`config.mk`:
```
export PLATFORM = sky130hd
export DESIGN_NAME = simplebmat_core
export DESIGN_NICKNAME = d
export VERILOG_FILES = /design/src/rtl/bmat_pkg.sv /design/src/rtl/bmat_row.sv /design/src/rtl/simplebmat_core.sv
export SDC_FILE = /design/constraint.sdc
export NUM_CORES = 1
export LEC_CHECK = 0
export ABC_AREA = 0
export BUFFER_PORTS_ARGS = -buffer_cell sky130_fd_sc_hd__buf_2
export CAP_MARGIN = 15
export CORE_MARGIN = 3
export CORE_UTILIZATION = 39
export CTS_BUF_LIST = sky130_fd_sc_hd__clkbuf_4
export CTS_CLUSTER_SIZE = 40
export DETAILED_ROUTE_END_ITERATION = 7
export PLACE_DENSITY = 0.74
export SYNTH_ARGS = -nofsm -noshare
export SYNTH_HDL_FRONTEND = slang
export SYNTH_SLANG_ARGS = --single-unit
```
`constraint.sdc`:
```
create_clock -name clock -period 1.5 [get_ports clock]
set_input_delay 0.3 -clock clock [delete_from_list [all_inputs] [get_ports clock]]
set_output_delay 0.3 -clock clock [all_outputs]
set_load 0.1 [all_outputs]
```
`src/rtl/bmat_pkg.sv`:
```
`default_nettype none
// +--------------------------------------------------------------------+
// | Module   : bmat_pkg                                                |
// | Purpose  : Shared constants, mode encoding and transpose helper    |
// |            for the 8x8 bit-matrix multiply unit.                   |
// | Revision : 1.0 - initial release                                   |
// +--------------------------------------------------------------------+
package bmat_pkg;

    localparam int          XLEN          = 64;
    localparam int          BMAT_N        = 8;
    localparam logic [63:0] BMAT_IDENTITY = 64'h8040201008040201;

    // Reduction mode selected by xoren
    typedef enum logic {
        BMAT_OR  = 1'b0,
        BMAT_XOR = 1'b1
    } bmat_mode_e;

    // bmatflip: transpose an 8x8 bit matrix, element (i,j) <-> (j,i).
    // After the flip, byte j of the result holds column j of the input.
    function automatic logic [XLEN-1:0] bmatflip(input logic [XLEN-1:0] m);
        logic [XLEN-1:0] t;
        t = '0;
        for (int i = 0; i < BMAT_N; i++) begin
            for (int j = 0; j < BMAT_N; j++) begin
                t[BMAT_N*j + i] = m[BMAT_N*i + j];
            end
        end
        return t;
    endfunction

endpackage
`default_nettype wire

```
`src/rtl/bmat_row.sv`:
```
`default_nettype none
// +--------------------------------------------------------------------+
// | Module   : bmat_row                                                |
// | Purpose  : One product row: row of rs1 against all 8 columns of    |
// |            rs2, reduced by XOR (GF(2)) or OR (Boolean semiring).   |
// | Revision : 1.0 - initial release                                   |
// +--------------------------------------------------------------------+
module bmat_row
    import bmat_pkg::*;
(
    input  logic [BMAT_N-1:0] i_row,    // element (i,k) at bit k
    input  logic [XLEN-1:0]   i_cols,   // transposed rs2: byte j = column j
    input  logic              i_xoren,
    output logic [BMAT_N-1:0] o_row     // element (i,j) at bit j
);

    bmat_mode_e w_mode;
    assign w_mode = bmat_mode_e'(i_xoren);

    genvar j;
    generate
        for (j = 0; j < BMAT_N; j++) begin : g_col
            logic [BMAT_N-1:0] w_terms;
            // AND the row with column j, then reduce according to the mode
            always_comb begin
                w_terms  = i_row & i_cols[BMAT_N*j +: BMAT_N];
                o_row[j] = (w_mode == BMAT_XOR) ? (^w_terms) : (|w_terms);
            end
        end
    endgenerate

endmodule
`default_nettype wire

```
`src/rtl/simplebmat_core.sv`:
```
`default_nettype none
// +--------------------------------------------------------------------+
// | Module   : simplebmat_core                                         |
// | Purpose  : Fully pipelined 64-bit bit-matrix multiply (bmatxor /   |
// |            bmator). One op per clock, registered result, 1 cycle   |
// |            latency, synchronous active-low reset of rd only.       |
// | Revision : 1.0 - initial release                                   |
// +--------------------------------------------------------------------+
module simplebmat_core
    import bmat_pkg::*;
(
    input  logic            clock,
    input  logic            resetn,
    input  logic            xoren,
    input  logic [XLEN-1:0] rs1,
    input  logic [XLEN-1:0] rs2,
    output logic [XLEN-1:0] rd
);

    logic [XLEN-1:0] w_cols;   // rs2 columns laid out as bytes
    logic [XLEN-1:0] w_prod;   // combinational product
    logic [XLEN-1:0] r_rd;

    assign w_cols = bmatflip(rs2);

    genvar i;
    generate
        for (i = 0; i < BMAT_N; i++) begin : g_row
            bmat_row u_row (
                .i_row   (rs1[BMAT_N*i +: BMAT_N]),
                .i_cols  (w_cols),
                .i_xoren (xoren),
                .o_row   (w_prod[BMAT_N*i +: BMAT_N])
            );
        end
    endgenerate

    // Output register; reset wins over the computed product
    always_ff @(posedge clock) begin
        if (!resetn) begin
            r_rd <= '0;
        end else begin
            r_rd <= w_prod;
        end
    end

    assign rd = r_rd;

endmodule
`default_nettype wire

```
==> results of run 1 <==
[metal layers]
| metal | up-vias | share of wire | global-route usage |
|---|---|---|---|
| met5 | - | 0 | 0 |
| met4 | 0 | 0.067 | 0.172 |
| met3 | 165 | 0.13 | 0.0691 |
| met2 | 797 | 0.41 | 0.448 |
| met1 | 5002 | 0.39 | 0.405 |
| li1 | 4910 | - | - |
[area by class of cell]
type | instances | area (sq um)
antenna | 1 | 2.50
sequential | 64 | 1280
tap | 324 | 405
timing repair buffer | 322 | 2770
multi-input combinational | 1184 | 7970
clock inverter | 6 | 51.3
fill | 2350 | 12100
clock buffer | 9 | 67.6
[kinds of logic (layout without fill, tap and decap cells)]
| logic type | after synthesis | after routing | share of synthesized area |
|---|---|---|---|
| other | 0 | 1 | 0 |
| AOI/OAI and AO/OA | 128 | 128 | 0.0728 |
| buffers and inverters | 149 | 337 | 0.0626 |
| xor gates and xnor gates | 192 | 192 | 0.170 |
| DFF | 64 | 64 | 0.130 |
| adders and majority gates | 256 | 256 | 0.325 |
| and+or+nand+nor | 608 | 608 | 0.240 |
[how the worst max path moves through the flow]
stage,start,endpoint,slack [ns],cells past startpoint
finish,rd[21],rd[21],0.02,1
detailed placement,rs2[27],rd[51],-0.13,7
global route,rd[29],rd[29],0.01,1
global placement,rs2[57],rd[9],-0.11,6
CTS,rd[29],rd[29],0.01,1
floorplan,rs1[43],rd[41],0.11,6
[power groups by stage]
stage / registers, mW / clock network [mW] / logic [mW]
floorplan: 4.15 / 0 / 2.94
global placement: 2.14 / 0 / 6.57
detailed placement: 2.14 / 0 / 6.69
CTS: 2.13 / 1.31 / 6.90
global route: 2.14 / 1.37 / 7.37
finish: 2.12 / 1.30 / 6.95
[through the flow]
step                hold WS [ns]  utilization  instances  instance area [sq um]
global placement           0.656        0.497       1894                  12200
CTS                        0.121        0.510       1909                  12500
detailed placement         0.657        0.497       1894                  12200
global route               0.137        0.510       1910                  12500
floorplan                  0.589            -       1397                   9870
finish                     0.151        0.510       1910                  12500
[layout by cell type, fill, tap and decap left out, drive strengths merged]
master / n
ha: 256
dfxtp: 64
o21ai: 33
o31ai: 31
clkbuf: 9
bufinv: 1
xnor2: 192
nand4: 32
diode: 1
buf: 322
clkinv: 5
nand3b: 1
a21oi: 64
nand2: 575
[repair_timing]
action | CTS | global route
resized for setup | 72 | 0
buffers inserted | 0 | 0
endpoints found under the setup margin | 64 | 0
hold buffers | 0 | 0
==> impl_metrics.csv, run 1 <==
group,metric,value,unit
status,status,"finished clean",
critical_path,worst_setup_path_start_kind,"flop",
power,total_power,10.4,mW
timing,timing_max_transition_violations_final,0,
clocking,path_clk_slew,0.15,ns
synth,post-synth-top-area-cell,"ha_1",
timing,postLayoutSetupSlackWorst,0.0187,ns
drt,detail-route-antenna-nets,0,
synth,synth-seq-cells,64,
power,seqPwrFrac,0.205,
power,part_of_the_power_in_combinational_logic,0.670,
power,sw_frac_of_total,0.525,
clocking,ctsRootBufferMaster,"clkbuf_4",
power,power_density,826,nW/um^2
layout,final_nets,1968,
clocking,cts-htree-levels,3,
drt,vias,10900,
timing,setup-tns-final,0,ns
power,ir_worst_vdd,527,uV
power,cellInternalPower,4.93,mW
clocking,tritoncts.num_buffers,9,
die,die_outline_area,27200,sq um
global_route,grt.total_usage,0.304,
die,floorplan.die.height,165,um
global_route,maximum_number_of_pins_on_one_net_before_global_route_repair,52,
timing,timing.final.hold_violations,0,
clocking,cts_num_sinks,64,
place,port_buffers,194,
critical_path,critical_path.max_fanout,1,
synth,synthDominantCellAreaShare,0.325,
critical_path,critical_path.top_delay_family,"flip-flops",
run,cap_violations,0,
critical_path,worstPathCellList,"buf_4",
synth,synth_enable_flop_cells,0,
die,core_region_area,24600,sq um
critical_path,critical_path_arrival,1.18,ns
synth,synth_ff_type,"dfxtp_1",
drt,vias_per_cell,5.69,
synth,synthCells,1397,
timing,worst_pin_slew,0.357,ns
critical_path,critical-path-slowest-cell,"dfxtp_1",
layout,layout-drive-gt1-share,0.211,
timing,max_clock_freq,675,MHz
synth,syn-cell-area,9870,sq um
global_route,global_route_wire_length_before_repair,61300,um
min_path,hold_path.class,"input port to flop",
min_path,whs_path_depth,2,
power,share_clk_of_total_power,0.125,
critical_path,cp_data_required_time,1.20,ns
power,leakage,5.89,nW
global_route,antenna_found_initial,1,
min_path,timing.hold.worst.start,"xoren",
synth,yosysUniqueCellTypes,14,
die,design.portCount,195,
drt,drtIter0Drc,1327,
critical_path,critical-path-max-stage-delay,0.40,ns
synth,synth.yosys.seq_area_share,0.130,
synth,synth_fp_nets,1784,
clocking,cts_tree,"yes",
layout,largest_register_ffs,64,
global_route,grt_overflow_total,0,
layout,flow.area_growth_from_synthesis,27.2,%
timing,max-slew-margin-rel,0.762,
synth,yosys_warnings,0,
synth,asyncSetResetFlopFracSynth,0,
synth,top_area_cells_in_the_synthesized_netlist,"ha_1 32%, nand2_1 22%, xnor2_1 17%",
place,place.detailed.hpwl,31400,um
timing,finalCriticalPeriod,1.48,ns
synth,postSynthAreaPerCell,7.06,sq um
clocking,clock_path_buffers,2,
critical_path,buffers_plus_inverters_on_the_worst_setup_path,1,
timing,final_min_period_over_clock_period,0.988,
synth,synth_most_common_cell,"nand2_1",
drt,post_drt_wl_per_cell,22.2,um
drt,drt-total-wl,42300,um
min_path,worst_hold_path.endpoint,"rd[56]",
power,net-switching-power,5.44,mW
drt,drt_pre_antenna_iters,5,
die,fp-row-count,57,
drt,drcViolationCount,0,
place,globalplace.congestion,1.05,
place,detailedPlace.worstSlack,-0.134,ns
synth,synth_top_cells_by_count,"575 x nand2_1, 256 x ha_1, 192 x xnor2_1, 126 x clkbuf_1",
die,initial_utilization,0.401,
critical_path,timing.setup.critical_path_class,"flop to output port",
die,die-width,165,um
timing,setup_viol,0,
timing,grt_setup_unrepaired,"no",
global_route,via_count_of_the_first_global_routing_pass,10300,
critical_path,end_kind,"output port",
Note: power is estimated with default switching activity, not from simulation.
==> inputs of run 2 (changes only) <==
- CORE_MARGIN: 3 -> 10
- SETUP_SLACK_MARGIN: default -> 0.15
==> impl_metrics.csv, run 2 (synthesis gave the netlist of run 1 again) <==
group,metric,value,unit
global_route,antenna_found_initial,0,
power,seqPwrFrac,0.209,
power,ir_worst_vdd,575,uV
min_path,hold_path.class,"input port to flop",
die,core_region_area,25000,sq um
timing,max-slew-margin-rel,0.768,
clocking,path_clk_slew,0.12,ns
global_route,via_count_of_the_first_global_routing_pass,10700,
global_route,global_route_wire_length_before_repair,64400,um
place,placed_cells_incl_taps,1867,
timing,timing.final.hold_violations,0,
critical_path,critical-path-max-stage-delay,0.40,ns
power,leakage,6.00,nW
die,fp-row-count,58,
critical_path,critical-path-slowest-cell,"dfxtp_1",
drt,drcViolationCount,0,
critical_path,buffers_plus_inverters_on_the_worst_setup_path,1,
power,net-switching-power,5.60,mW
drt,vias_per_cell,5.84,
timing,final_min_period_over_clock_period,0.913,
layout,post_layout_nonfiller_instances,1881,
critical_path,critical_path_arrival,1.07,ns
power,sw_frac_of_total,0.502,
place,port_buffers,194,
critical_path,critical_path.max_fanout,1,
global_route,grt_overflow_total,0,
layout,multiInputGateArea,7970,sq um
power,cellInternalPower,5.55,mW
critical_path,crit_cells,1,
die,die_outline_area,32100,sq um
timing,grt_setup_unrepaired,"yes",
timing,finalCriticalPeriod,1.37,ns
drt,drtIter0Drc,1368,
clocking,tritoncts.num_buffers,9,
timing,hold_slack,0.177,ns
drt,post_drt_wl_per_cell,23.5,um
layout,layout-drive-gt1-share,0.233,
die,die-width,179,um
power,power_density,844,nW/um^2
die,floorplan.die.height,179,um
place,place.detailed.hpwl,31900,um
critical_path,worstPathCellList,"buf_12",
layout,antennaDiodeCount,0,
min_path,timing.hold.worst.start,"xoren",
timing,timing_max_transition_violations_final,0,
critical_path,timing.setup.critical_path_class,"flop to output port",
critical_path,critical_path.top_delay_family,"flip-flops",
power,share_clk_of_total_power,0.104,
power,part_of_the_power_in_combinational_logic,0.687,
layout,layout.filler_cells,2347,
place,globalplace.congestion,1.03,
status,status,"finished clean",
clocking,cts-htree-levels,3,
run,cap_violations,0,
drt,drt-total-wl,44200,um
die,design.portCount,195,
layout,largest_register_ffs,64,
timing,postLayoutSetupSlackWorst,0.131,ns
layout,final_common_cell,"nand2_1",
min_path,whs_path_depth,2,
clocking,clock_path_buffers,2,
die,initial_utilization,0.394,
clocking,cts_tree,"yes",
critical_path,worst_setup_path_start_kind,"flop",
critical_path,end_kind,"output port",
clocking,post_cts_buffers,0,
drt,vias,11000,
clocking,cts_num_sinks,64,
drt,drt_pre_antenna_iters,5,
timing,setup_viol,0,
global_route,maximum_number_of_pins_on_one_net_before_global_route_repair,38,
clocking,ctsRootBufferMaster,"clkbuf_4",
layout,reg_area,1380,sq um
timing,max_clock_freq,730,MHz
place,detailedPlace.worstSlack,-0.0904,ns
critical_path,cp_data_required_time,1.20,ns
layout,flow.area_growth_from_synthesis,33.8,%
global_route,grt.total_usage,0.268,
layout,layout.cells.most_common_list,"575 x nand2_1, 256 x ha_1, 192 x xnor2_1",
min_path,worst_hold_path.endpoint,"rd[56]",
timing,worst_pin_slew,0.349,ns
layout,final_nets,1935,
drt,detail-route-antenna-nets,0,
run 2: changes by cell type in the layout (fill, tap and decap cells not counted), moves of 2 or more:
cell	before	now
buf_12	52	120
dfxtp_2	1	51
clkbuf_4	9	12
clkinv_1	3	1
dfxtp_4	0	8
buf_6	5	0
dfxtp_1	63	5
buf_4	135	40
run 2: metrics by stage:
stage	TNS, ns	utilization	area [sq um]	total power [mW]
5_1_grt	0	0.527	13200	11.7
3_3_place_gp	-0.732	0.481	12100	8.67
4_1_cts	0	0.526	13200	11.0
6_report	0	0.527	13200	11.1
3_5_place_dp	-1.32	0.481	12100	8.81
2_1_floorplan	0	-	10000	7.13
run 2: final cells by class:
| class | instances | share of cell area |
|---|---|---|
| Clock inverter | 2 | 0.000663 |
| Clock buffer | 12 | 0.00682 |
| Timing Repair Buffer | 289 | 0.254 |
| Tap cell | 330 | 0.0313 |
| Multi-Input combinational cell | 1184 | 0.604 |
| Sequential cell | 64 | 0.104 |
run 2: layer usage:
| metal | global-route usage | part of all wire | up-vias |
|---|---|---|---|
| met2 | 0.395 | 0.42 | 842 |
| met4 | 0.130 | 0.051 | 0 |
| met3 | 0.0756 | 0.15 | 146 |
| met1 | 0.351 | 0.38 | 5146 |
| li1 | - | - | 4844 |
| met5 | 0 | 0 | - |
run 2: timing repair:
action | 4_1_cts | 5_1_grt
pin swaps | 0 | 0
endpoints found under the setup margin | 64 | 24
resized for setup | 307 | 16
cloned | 0 | 0
hold buffers | 0 | 0
run 2: power groups by stage:
stage / logic (mW) / clock network [mW] / registers, mW
2_1_floorplan: 2.98 / 0 / 4.15
3_3_place_gp: 6.54 / 0 / 2.13
3_5_place_dp: 6.68 / 0 / 2.13
4_1_cts: 7.55 / 1.17 / 2.32
5_1_grt: 8.07 / 1.25 / 2.35
6_report: 7.65 / 1.16 / 2.33
run 2: how the worst max path moves through the flow:
stage / start / end / slack, ns
final: rd[32] / rd[32] / 0.13
after CTS: rd[45] / rd[45] / 0.10
after detailed placement: rs2[45] / rd[61] / -0.09
after floorplan: rs1[44] / rd[41] / 0.15
after global placement: rs2[24] / rd[32] / -0.08
after global routing: rd[45] / rd[45] / 0.12
==> inputs of run 3 (changes only) <==
- GPL_TIMING_DRIVEN: default -> 0
- PLACE_DENSITY: 0.74 -> default
- PLACE_DENSITY_LB_ADDON: default -> 0.1
==> impl_metrics.csv, run 3 (synthesis gave the netlist of run 1 again) <==
group,metric,value,unit
status,status,"finished clean",
global_route,via_count_of_the_first_global_routing_pass,9796,
clocking,cts-htree-levels,3,
drt,detail-route-antenna-nets,0,
critical_path,worst_setup_path_start_kind,"flop",
die,die_outline_area,32100,sq um
drt,drt-total-wl,45400,um
die,fp-row-count,58,
clocking,cts_tree,"yes",
layout,largest_register_ffs,64,
power,leakage,5.37,nW
timing,max_clock_freq,728,MHz
layout,post_layout_nonfiller_instances,1808,
layout,layout.filler_cells,2561,
timing,grt_setup_unrepaired,"yes",
critical_path,cp_data_required_time,1.20,ns
layout,final_common_cell,"nand2_1",
timing,max-slew-margin-rel,0.619,
power,power_density,902,nW/um^2
critical_path,end_kind,"output port",
min_path,timing.hold.worst.start,"resetn",
global_route,antenna_found_initial,1,
die,design.portCount,195,
power,ir_worst_vdd,593,uV
min_path,worst_hold_path.endpoint,"rd[3]",
place,place.detailed.hpwl,31500,um
critical_path,critical_path.top_delay_family,"flip-flops",
drt,drtIter0Drc,1150,
layout,final_nets,1859,
critical_path,buffers_plus_inverters_on_the_worst_setup_path,1,
timing,worst_pin_slew,0.571,ns
critical_path,critical-path-slowest-cell,"dfxtp_2",
global_route,grt_overflow_total,0,
drt,vias,10200,
clocking,clock_path_buffers,2,
critical_path,critical-path-max-stage-delay,0.39,ns
timing,finalCriticalPeriod,1.37,ns
clocking,ctsRootBufferMaster,"clkbuf_4",
die,core_region_area,25000,sq um
layout,layout-drive-gt1-share,0.190,
min_path,hold_path.class,"input port to flop",
die,initial_utilization,0.394,
global_route,grt.total_usage,0.278,
place,placed_cells_incl_taps,1791,
critical_path,timing.setup.critical_path_class,"flop to output port",
clocking,post_cts_buffers,0,
drt,drcViolationCount,0,
die,die-width,179,um
drt,vias_per_cell,5.65,
place,globalplace.congestion,0.926,
critical_path,worstPathCellList,"buf_12",
run,cap_violations,0,
min_path,whs_path_depth,3,
critical_path,critical_path.max_fanout,1,
place,port_buffers,64,
timing,timing_max_transition_violations_final,0,
timing,final_min_period_over_clock_period,0.916,
global_route,maximum_number_of_pins_on_one_net_before_global_route_repair,11,
critical_path,critical_path_arrival,1.07,ns
global_route,global_route_wire_length_before_repair,63900,um
layout,layout.cells.most_common_list,"575 x nand2_1, 256 x ha_1, 192 x xnor2_1",
layout,flow.area_growth_from_synthesis,20.6,%
drt,post_drt_wl_per_cell,25.1,um
timing,setup_viol,0,
clocking,cts_num_sinks,64,
timing,setup-tns-final,0,ns
clocking,path_clk_slew,0.14,ns
drt,drt_pre_antenna_iters,5,
die,floorplan.die.height,179,um
clocking,tritoncts.num_buffers,9,
timing,timing.final.hold_violations,0,
## run 3: tightest hold or removal path: stages
cell     delay (ns)
buf_2          0.19
o21ai_0        0.10
a21oi_1        0.04
## run 3: timing repair
action | in CTS | in global routing
endpoints found under the setup margin | 91 | 54
resized for setup | 326 | 4
hold buffers | 0 | 0
## run 3: how the worst max path moves through the flow
stage          startpoint     end  slack [ns]  depth (start not counted)
2_1_floorplan     rs1[44]  rd[41]        0.15                          6
3_3_place_gp      rs2[33]  rd[49]       -0.48                          6
3_5_place_dp      rs2[34]  rd[26]       -0.49                          6
4_1_cts            rd[15]  rd[15]        0.05                          1
5_1_grt            rd[15]  rd[15]        0.09                          1
6_report           rd[15]  rd[15]        0.13                          1
## run 3: area by class of cell
| class | count | area, sq um | area share |
|---|---|---|---|
| plain buffers | 149 | 764 | 0.0643 |
| multi-input cells | 1184 | 7970 | 0.670 |
| clock buffers | 11 | 82.6 | 0.00694 |
| diodes | 1 | 2.50 | 0.000210 |
| flip-flops and latches | 64 | 1360 | 0.114 |
| repair buffers | 64 | 1280 | 0.108 |
| clock inverters | 5 | 23.8 | 0.00200 |
| well taps | 330 | 413 | 0.0347 |
## run 3: routing by layer
metal | share of wire | routed length (um) | up-vias | track usage
li1 | - | - | 4680 | -
met1 | 0.43 | 19300 | 4827 | 0.379
met2 | 0.41 | 18700 | 622 | 0.403
met3 | 0.13 | 5720 | 83 | 0.0792
met4 | 0.037 | 1700 | 0 | 0.108
met5 | 0 | 0 | - | 0
## run 3: metrics by stage
stage / worst slack [ns] / util / instance area, sq um / power [mW] / hold slack, ns
6_report: 0.126 / 0.475 / 11900 / 10.7 / 0.170
5_1_grt: 0.0942 / 0.475 / 11900 / 11.2 / 0.169
4_1_cts: 0.0509 / 0.475 / 11900 / 10.7 / 0.150
3_5_place_dp: -0.490 / 0.429 / 10700 / 8.38 / 0.694
3_3_place_gp: -0.476 / 0.429 / 10700 / 8.34 / 0.673
2_1_floorplan: 0.150 / - / 10000 / 7.13 / 0.589
## run 3: power by group
group          switching (mW)  internal, mW  leakage, nW
Clock                   0.836         0.361       0.0678
Sequential              0.235          2.05        0.548
Combinational            4.47          2.78         4.76
